**src/rtl/mod_exp_ctrl_if.sv**
```systemverilog
// Bundle between the exponentiation sequencer and its two helpers: the
// exponent shift register and the external modular multiplier.
//   sr_load/sr_shift/sr_din : shift-register control and parallel load data
//   sr_bit                  : shift-register serial output (current exponent LSB)
//   mm_start/mm_a/mm_b/mm_n : multiplier request, operands and modulus
//   mm_done/mm_p            : multiplier completion pulse and product
// master = sequencer, slave = shift register + multiplier side.
interface mod_exp_ctrl_if #(
  parameter int unsigned WIDTH     = 32,
  parameter int unsigned EXP_WIDTH = 32
);
  logic                 sr_load;
  logic                 sr_shift;
  logic [EXP_WIDTH-1:0] sr_din;
  logic                 sr_bit;
  logic                 mm_start;
  logic [WIDTH-1:0]     mm_a;
  logic [WIDTH-1:0]     mm_b;
  logic [WIDTH-1:0]     mm_n;
  logic                 mm_done;
  logic [WIDTH-1:0]     mm_p;

  modport master (
    output sr_load, sr_shift, sr_din, mm_start, mm_a, mm_b, mm_n,
    input  sr_bit, mm_done, mm_p
  );

  modport slave (
    input  sr_load, sr_shift, sr_din, mm_start, mm_a, mm_b, mm_n,
    output sr_bit, mm_done, mm_p
  );
endinterface

```
**src/rtl/mod_exp_ctrl.sv**
```systemverilog
// Sequencer for right-to-left binary modular exponentiation:
//   result = base^exponent mod modulus
// Square-always / multiply-on-1 schedule over exactly EXP_WIDTH iterations.
// The bit-dependent multiply is deliberately left unprotected.
// Ports:
//   clk, reset        : clock (rising edge), asynchronous active-high reset
//   start             : begin run, accepted only while idle
//   exponent          : exponent, forwarded to the shift register load data
//   base, modulus     : operands, latched on an accepted start
//   busy              : run in progress
//   done              : one-cycle pulse, result valid
//   result            : final value, held until the next accepted start
//   bus (master)      : shift-register control and multiplier handshake
module mod_exp_ctrl #(
  parameter int unsigned WIDTH     = 32,
  parameter int unsigned EXP_WIDTH = 32
) (
  input  logic                 clk,
  input  logic                 reset,
  input  logic                 start,
  input  logic [EXP_WIDTH-1:0] exponent,
  input  logic [WIDTH-1:0]     base,
  input  logic [WIDTH-1:0]     modulus,
  output logic                 busy,
  output logic                 done,
  output logic [WIDTH-1:0]     result,
  mod_exp_ctrl_if.master       bus
);

  localparam int unsigned CNT_W = (EXP_WIDTH > 1) ? $clog2(EXP_WIDTH) : 1;
  localparam logic [CNT_W-1:0] LAST_BIT = CNT_W'(EXP_WIDTH - 1);

  typedef enum logic [3:0] {
    IDLE,
    LOAD,
    CHECK,
    MUL,
    MUL_WAIT,
    SQR,
    SQR_WAIT,
    NEXT,
    FINISH
  } state_t;

  state_t           state;
  logic [WIDTH-1:0] acc;
  logic [WIDTH-1:0] b_reg;
  logic [CNT_W-1:0] bit_cnt;

  // Single-process FSM; every output is a register set on the transition
  // into the state that owns it, so pulses line up with their state.
  always_ff @(posedge clk or posedge reset) begin
    if (reset) begin
      state        <= IDLE;
      busy         <= 1'b0;
      done         <= 1'b0;
      result       <= '0;
      acc          <= '0;
      b_reg        <= '0;
      bit_cnt      <= '0;
      bus.sr_load  <= 1'b0;
      bus.sr_shift <= 1'b0;
      bus.sr_din   <= '0;
      bus.mm_start <= 1'b0;
      bus.mm_a     <= '0;
      bus.mm_b     <= '0;
      bus.mm_n     <= '0;
    end else begin
      done         <= 1'b0;
      bus.sr_load  <= 1'b0;
      bus.sr_shift <= 1'b0;
      bus.mm_start <= 1'b0;

      case (state)
        IDLE: begin
          if (start) begin
            b_reg       <= base;
            bus.mm_n    <= modulus;
            bus.sr_din  <= exponent;
            acc         <= WIDTH'(1);
            bit_cnt     <= '0;
            busy        <= 1'b1;
            bus.sr_load <= 1'b1;
            state       <= LOAD;
          end
        end

        // Shift register captures sr_din at the end of this cycle.
        LOAD: state <= CHECK;

        CHECK: begin
          bus.mm_start <= 1'b1;
          bus.mm_b     <= b_reg;
          if (bus.sr_bit) begin
            bus.mm_a <= acc;
            state    <= MUL;
          end else begin
            bus.mm_a <= b_reg;
            state    <= SQR;
          end
        end

        MUL: state <= MUL_WAIT;

        MUL_WAIT: begin
          if (bus.mm_done) begin
            acc          <= bus.mm_p;
            bus.mm_start <= 1'b1;
            bus.mm_a     <= b_reg;
            bus.mm_b     <= b_reg;
            state        <= SQR;
          end
        end

        SQR: state <= SQR_WAIT;

        // The shift pulse is raised for the NEXT cycle so the register has
        // moved before the following CHECK samples sr_bit.
        SQR_WAIT: begin
          if (bus.mm_done) begin
            b_reg        <= bus.mm_p;
            bus.sr_shift <= (bit_cnt != LAST_BIT);
            state        <= NEXT;
          end
        end

        NEXT: begin
          if (bit_cnt == LAST_BIT) begin
            result <= acc;
            done   <= 1'b1;
            state  <= FINISH;
          end else begin
            bit_cnt <= bit_cnt + CNT_W'(1);
            state   <= CHECK;
          end
        end

        // busy stays high here so a start coinciding with done is ignored.
        FINISH: begin
          busy  <= 1'b0;
          state <= IDLE;
        end

        default: state <= IDLE;
      endcase
    end
  end

endmodule

```
**src/flat_wrapper.sv**
```systemverilog
// flat-port wrapper written by rule: the top's interface ports become plain ports
module mod_exp_ctrl_flat 
#(
  parameter int unsigned WIDTH     = 32,
  parameter int unsigned EXP_WIDTH = 32
)
  (clk, reset, start, exponent, base, modulus, busy, done, result, bus_sr_load, bus_sr_shift, bus_sr_din, bus_mm_start, bus_mm_a, bus_mm_b, bus_mm_n, bus_sr_bit, bus_mm_done, bus_mm_p);
  mod_exp_ctrl_if #(.WIDTH(WIDTH), .EXP_WIDTH(EXP_WIDTH)) bus_i ();
  input  logic clk;
  input  logic reset;
  input  logic start;
  input  logic [EXP_WIDTH-1:0] exponent;
  input  logic [WIDTH-1:0] base;
  input  logic [WIDTH-1:0] modulus;
  output logic busy;
  output logic done;
  output logic [WIDTH-1:0] result;
  output wire logic [$bits(bus_i.sr_load)-1:0] bus_sr_load;
  output wire logic [$bits(bus_i.sr_shift)-1:0] bus_sr_shift;
  output wire logic [$bits(bus_i.sr_din)-1:0] bus_sr_din;
  output wire logic [$bits(bus_i.mm_start)-1:0] bus_mm_start;
  output wire logic [$bits(bus_i.mm_a)-1:0] bus_mm_a;
  output wire logic [$bits(bus_i.mm_b)-1:0] bus_mm_b;
  output wire logic [$bits(bus_i.mm_n)-1:0] bus_mm_n;
  input wire logic [$bits(bus_i.sr_bit)-1:0] bus_sr_bit;
  input wire logic [$bits(bus_i.mm_done)-1:0] bus_mm_done;
  input wire logic [$bits(bus_i.mm_p)-1:0] bus_mm_p;
  assign bus_sr_load = bus_i.sr_load;
  assign bus_sr_shift = bus_i.sr_shift;
  assign bus_sr_din = bus_i.sr_din;
  assign bus_mm_start = bus_i.mm_start;
  assign bus_mm_a = bus_i.mm_a;
  assign bus_mm_b = bus_i.mm_b;
  assign bus_mm_n = bus_i.mm_n;
  assign bus_i.sr_bit = bus_sr_bit;
  assign bus_i.mm_done = bus_mm_done;
  assign bus_i.mm_p = bus_mm_p;
  mod_exp_ctrl #(.WIDTH(WIDTH), .EXP_WIDTH(EXP_WIDTH)) u_core (.clk(clk), .reset(reset), .start(start), .exponent(exponent), .base(base), .modulus(modulus), .busy(busy), .done(done), .result(result), .bus(bus_i));
endmodule
```
**config.mk**
```make
export PLATFORM = sky130hd
export DESIGN_NAME = mod_exp_ctrl_flat
export DESIGN_NICKNAME = d
export VERILOG_FILES = /design/src/rtl/mod_exp_ctrl_if.sv /design/src/rtl/mod_exp_ctrl.sv /design/src/flat_wrapper.sv
export SDC_FILE = /design/constraint.sdc
export NUM_CORES = 1
export LEC_CHECK = 0
export ABC_AREA = 1
export BUFFER_PORTS_ARGS = -buffer_cell sky130_fd_sc_hd__buf_2
export CORE_ASPECT_RATIO = 0.8
export CORE_MARGIN = 8
export CORE_UTILIZATION = 55
export CTS_CLUSTER_SIZE = 12
export DETAILED_ROUTE_END_ITERATION = 7
export HOLD_SLACK_MARGIN = 0.02
export PLACE_DENSITY = 0.92
export SYNTH_ARGS = -nofsm -noshare
export SYNTH_HDL_FRONTEND = slang
export SYNTH_SLANG_ARGS = --single-unit
```
**constraint.sdc**
```tcl
create_clock -name clk -period 11.2 [get_ports clk]
set_input_delay 0.56 -clock clk [delete_from_list [all_inputs] [get_ports clk]]
set_output_delay 0.56 -clock clk [all_outputs]
set_load 0.005 [all_outputs]
```
==> flow_summary.toml, run 1 <==
[place]
dp_hpwl_um = 21800
io_buffer_count = 297
place_congestion = 0.856
dp_slack_ns = 7.49

[clocking]
cts_resized = 0
insertion_delay_ns = 0.51
cts_tree = "yes"
cts_buffers = 25
cts_setup_buffers = 0
clockBufferDepth = 3
clkTransAtPathRegs_ns = 0.06
ctsRootBufferMaster = "clkbuf_16"
hold_buffers = 0
htree_levels = 1
clock_sinks = 238

[worst_setup_path]
max_stage_delay_ns = 0.80
cp.arrival_ns = 4.21
cp-end-kind = "flip-flop"
crit_chain = "nor2_4 > nand2_2 > nand2_2 > nand2_2 > nand2_1 > nand2_1"
critPathSlowestCell = "nand2_2"
path_max_fanout = 40
criticalPathCategory = "reg -> reg"
crit_top_cell = "nand2_2"
cp-start-kind = "flip-flop"
cp.required_ns = 11.58
critical-path-top-delay-family = "simple AND/OR/NAND/NOR gates"
cp_num_buf_inv = 0

[timing]
finalMaxSlewViolations = 0
fin_skew_ns = 0.0160
worst_pin_slew_ns = 1.13
min_period_ns = 3.83
clock.fmax_mhz = 261
timing.slew.headroom_pct = 24.5
hold_violations = 0
finalSetupViolations = 0
rsz0062_at_grt = "false"
tns_ns = 0
final.period_utilization_pct = 34.2
fin_ws_ns = 7.37

[drt]
vias_per_cell = 5.28
wl_per_cell_um = 17.1
route.vias.total = 9780
drcViolationCount = 0
drt_first_iter_violations = 1083
drt_wl_total_um = 31600
ant_nets = 0
drtPass1Iterations = 6

[floorplan]
rows = 45
io_pins = 298
start_util_pct = 55.7
die_area_mm2 = 0.0238
core_mm2 = 0.0189
die_w_um = 171
die_h_um = 140

[synthesis]
synth.distinct_cells = 30
synth_edf_count = 0
synthCells = 1327
async_flop_share_pct = 100
synth_nets = 1462
synth.yosys.seq_area_share_pct = 56.6
synthesis.area_mm2 = 0.0105
ys.flop_type = "dfrtp_1"
ys_warn_count = 0
ys_ff_latch = 238
avgSynthCellArea_um2 = 7.92

[cells_and_area]
drive_gt1_share_pct = 22.3
seqCellArea_mm2 = 0.00596
nets = 1719
layout_common_cells = "792 x nand2_1, 297 x buf_2, 238 x dfrtp_1, 71 x nand3_1, 49 x o21ai_0"
multiInputGateArea_mm2 = 0.00394
layout_commonest_cell = "nand2_1"
fillers = 1540
n_antenna_cell = 0
area_growth_pct = 20.4

[status]
status = "finished, final reports clean"

[power_and_ir_drop]
p_leak_nw = 7.51
peakVddDrop_uv = 185
p_per_area_mw_per_mm2 = 271

[grt]
grt_pass1_vias = 9343
grt.overflow.total = 0
grt_use_total_pct = 25.9
grt_max_degree = 156
grt_pass1_wl_um = 49900
antenna_found_initial = 0

[run]
max-cap-violations = 0

[min_path]
hold_path.class = "in -> reg"
where the power goes:
| group | internal, mW | switching, mW | leakage, nW | total (mW) |
|---|---|---|---|---|
| clock network | 0.434 | 0.321 | 0.352 | 0.754 |
| logic | 0.431 | 0.843 | 4.07 | 1.27 |
| registers | 1.18 | 0.227 | 3.09 | 1.40 |
synth_stat cells, types with 4 or more instances:
library cell / instances / area (um^2)
dfrtp_1: 238 / 5960
buf_4: 20 / 150
buf_1: 8 / 30.0
inv_1: 43 / 161
nor2_1: 12 / 45.0
buf_6: 6 / 67.6
inv_2: 6 / 22.5
o21ai_0: 49 / 245
nand4_1: 4 / 25.0
o21ai_1: 14 / 70.1
buf_2: 27 / 135
nand2_2: 8 / 50.1
nand2_1: 792 / 2970
nand3_1: 71 / 355
clkbuf_1: 8 / 30.0
per-layer routing:
layer	vias to the layer above	routed length (um)	track usage [%]
li1	4579	-	-
met1	4592	13100	35.0
met2	526	14900	42.0
met3	83	2730	4.55
met4	0	925	7.65
met5	-	0	0
final cells by class:
class                   instances  share of cell area, %
flip-flops and latches        238                   47.0
multi-input cells             968                   31.2
repair buffers                301                   12.0
clock buffers                  37                   5.61
well taps                     258                   2.55
inverters                      50                   1.56
clock inverters                 1                 0.0890
tightest hold or removal path, cell delays in order:
cell,delay [ns]
buf_2,0.07
nand2_1,0.04
nand2_1,0.04
final timing paths:
check                                                 from                                 to  slack [ns]  cells after the start
setup reg to reg               u_core.state[3]$_DFFE_PP0P_       u_core.b_reg[21]$_DFFE_PP0P_        7.37                      6
hold reg to reg            u_core.bus.mm_b[15]$_DFFE_PP0P_    u_core.bus.mm_b[15]$_DFFE_PP0P_        0.47                      2
setup / recovery               u_core.state[3]$_DFFE_PP0P_       u_core.b_reg[21]$_DFFE_PP0P_        7.37                      6
max in group asynchronous                            reset      u_core.bit_cnt[1]$_DFFE_PP0P_        9.22                      3
min in group asynchronous                            reset  u_core.bus.sr_din[15]$_DFFE_PP0P_        0.26                      2
hold / removal                                 modulus[25]    u_core.bus.mm_n[25]$_DFFE_PP0P_        0.24                      3
metrics by stage:
stage               instances  power [mW]  hold slack [ns]  area [um^2]  utilization, %
finish                   1853        3.43            0.242        12700            67.1
global route             1853        3.66            0.230        12700            67.1
CTS                      1853        3.44            0.223        12700            67.1
detailed placement       1815        2.67            0.454        11900            63.3
global placement         1815        2.61            0.449        11900            63.3
floorplan                1327        2.23            0.453        10500               -
logic make-up (layout without fill, tap and decap cells):
logic type,after synthesis,after routing,share of synthesized area (%)
adder cells (fa/ha/maj),2,2,0.238
buffers and inverters,121,389,5.85
AO/OA/AOI/OAI,66,66,3.21
AND/OR/NAND/NOR,900,900,34.1
flip-flops,238,238,56.6
Power figures use the tool's default switching activity.
==> run 2: changes to the inputs <==
ABC_AREA = 0   (was 1)
CORE_UTILIZATION = 46   (was 55)
PLACE_DENSITY = 0.84   (was 0.92)
clock period = 3.1 ns   (was 11.2 ns; I/O delays follow)
==> flow_summary.toml, run 2 <==
[worst_setup_path]
criticalPathCategory = "reg -> reg"
cp-start-kind = "flip-flop"
cp.arrival_ns = 2.72
reg2regPathDepth = 6
path_max_fanout = 18
cp-end-kind = "flip-flop"
cp.required_ns = 3.49

[synthesis]
synth_top_area_share_pct = 61.8
synth_edf_count = 0
ys_ff_latch = 238
synth_compound_area_share_pct = 8.59
async_flop_share_pct = 100
ys_warn_count = 0
synth_nets = 825
ys_top_cells_by_count = "238 x dfrtp_1, 117 x mux2_2, 64 x mux2i_1"
synth.yosys.seq_area_share_pct = 61.8
avgSynthCellArea_um2 = 14.0
synth.distinct_cells = 35
synthCells = 690
yosys-top-cells-area = "dfrtp_1 62%, mux2_2 14%, mux2i_1 6.6%"
synth_top_family_by_area = "multiplexers"
ys.flop_type = "dfrtp_1"
yosys.area.top_type = "dfrtp_1"
synthesis.area_mm2 = 0.00964
synthAdderAreaFrac_pct = 0.260
synthSimpleGateAreaFrac_pct = 4.33
synth.most_common_cell = "dfrtp_1"
synth-xor-area-share_pct = 0.182
muxShareOfSynthArea_pct = 21.6

[cells_and_area]
area_growth_pct = 39.4
layout_common_cells = "297 x buf_2, 238 x dfrtp_1, 132 x dlygate4sd3_1, 117 x mux2_2, 64 x mux2i_1"
fillers = 1461
layout_commonest_cell = "buf_2"
multiInputGateArea_mm2 = 0.00340
stdcell_area_mm2 = 0.0134
seqCellArea_mm2 = 0.00596
drive_gt1_share_pct = 44.4
nets = 1249

[grt]
grt_pass1_vias = 7964
antenna_found_initial = 3
grt_pass1_wl_um = 43200
grt.overflow.total = 0
grt_max_degree = 115
grt_use_total_pct = 20.6

[floorplan]
die_area_mm2 = 0.0259
start_util_pct = 46.7
die_w_um = 178
core_mm2 = 0.0206
die_h_um = 145
io_pins = 298
rows = 47

[drt]
wl_per_cell_um = 19.4
drtPass1Iterations = 4
vias_per_cell = 5.14
drt_wl_total_um = 27100
ant_nets = 0
drcViolationCount = 0
drt_first_iter_violations = 444
route.vias.total = 7199

[power_and_ir_drop]
p_per_area_mw_per_mm2 = 927
p_leak_nw = 6.68
peakVddDrop_uv = 598

[timing]
min_period_ns = 2.33
final.period_utilization_pct = 75.0
rsz0062_at_grt = "false"
hold_slack_ns = 0.106
clock.fmax_mhz = 430
finalMaxSlewViolations = 0
hold_violations = 0
timing.slew.headroom_pct = 47.4
finalSetupViolations = 0
worst_pin_slew_ns = 0.788
fin_skew_ns = 0.00627

[clocking]
clockBufferDepth = 3
insertion_delay_ns = 0.51
cts_buffers = 25
ctsRootBufferMaster = "clkbuf_16"
cts_resized = 0
htree_levels = 1
clock_sinks = 238
cts_tree = "yes"
clkTransAtPathRegs_ns = 0.06

[place]
dp_hpwl_um = 17300
io_buffer_count = 297
placed_area_mm2 = 0.0114
place_congestion = 0.756

[min_path]
hold_path.class = "in -> reg"
hold_depth = 4

[status]
status = "finished, final reports clean"

[run]
max-cap-violations = 0
run 2: per-layer routing:
layer,track usage (%),vias to the layer above,part of all wire (%)
met4,5.99,0,2.9
li1,-,3297,-
met3,6.22,54,8.3
met5,0,-,0
met2,34.8,261,49
met1,24.9,3587,40
run 2: area by class of cell:
type                    count  area share, %
multi-input cells         401           25.3
repair buffers            442           22.1
clock buffers              37           5.36
diodes                      3         0.0558
inverters                   6          0.195
flip-flops and latches    238           44.3
clock inverters             4          0.177
well taps                 269           2.50
run 2: worst paths after layout:
check                                                  endpoint                       startpoint  slack, ns
worst max-delay path              u_core.result[14]$_DFFE_PP0P_    u_core.bit_cnt[0]$_DFFE_PP0P_       0.77
worst min register to register  u_core.bus.mm_b[30]$_DFFE_PP0P_  u_core.bus.mm_b[30]$_DFFE_PP0P_       0.48
max in group asynchronous             u_core.acc[6]$_DFFE_PP0P_                            reset       1.85
min in group asynchronous       u_core.bus.mm_b[21]$_DFFE_PP0P_                            reset       0.27
worst min-delay path                u_core.state[2]$_DFFE_PP0P_                       bus_sr_bit       0.11
worst max register to register    u_core.result[14]$_DFFE_PP0P_    u_core.bit_cnt[0]$_DFFE_PP0P_       0.77
run 2: cell families (layout without fill, tap and decap cells):
group	count (synthesis)	count (layout)
flip-flops	238	238
multiplexers	192	192
AO/OA/AOI/OAI	111	111
AND/OR/NAND/NOR	94	94
buffers and inverters	51	489
adder cells (fa/ha/maj)	2	2
XOR/XNOR	2	2
other	0	3
run 2: report_power, final:
part	internal, mW	leakage [nW]	total (mW)	switching [mW]
combinational	2.27	3.34	4.46	2.19
clock	1.59	0.369	2.77	1.17
sequential	4.40	2.97	5.23	0.835
run 2: timing repair:
| action | CTS | global route |
|---|---|---|
| setup endpoints to repair | 0 | 0 |
| hold endpoints to repair | 150 | 0 |
| hold buffers | 132 | 0 |
| setup buffers | 0 | 0 |
run 2: critical path, cell delays in order, from the launching register on:
cell	delay, ns
dfrtp_1	0.37
ha_1	0.17
and3_1	0.17
ha_1	0.26
nand4_2	0.55
buf_12	0.39
mux2_2	0.28
run 2: stage by stage:
stage | setup TNS [ns] | power, mW | cells | worst slack (ns) | util, %
final | 0 | 12.5 | 1400 | 0.775 | 65.1
after global routing | 0 | 13.2 | 1400 | 0.616 | 65.1
after CTS | 0 | 12.5 | 1397 | 0.718 | 65.1
after detailed placement | 0 | 9.58 | 1224 | 0.735 | 55.1
after global placement | 0 | 9.36 | 1224 | 0.826 | 55.1
after floorplan | -41.61 | 7.89 | 690 | -0.175 | -
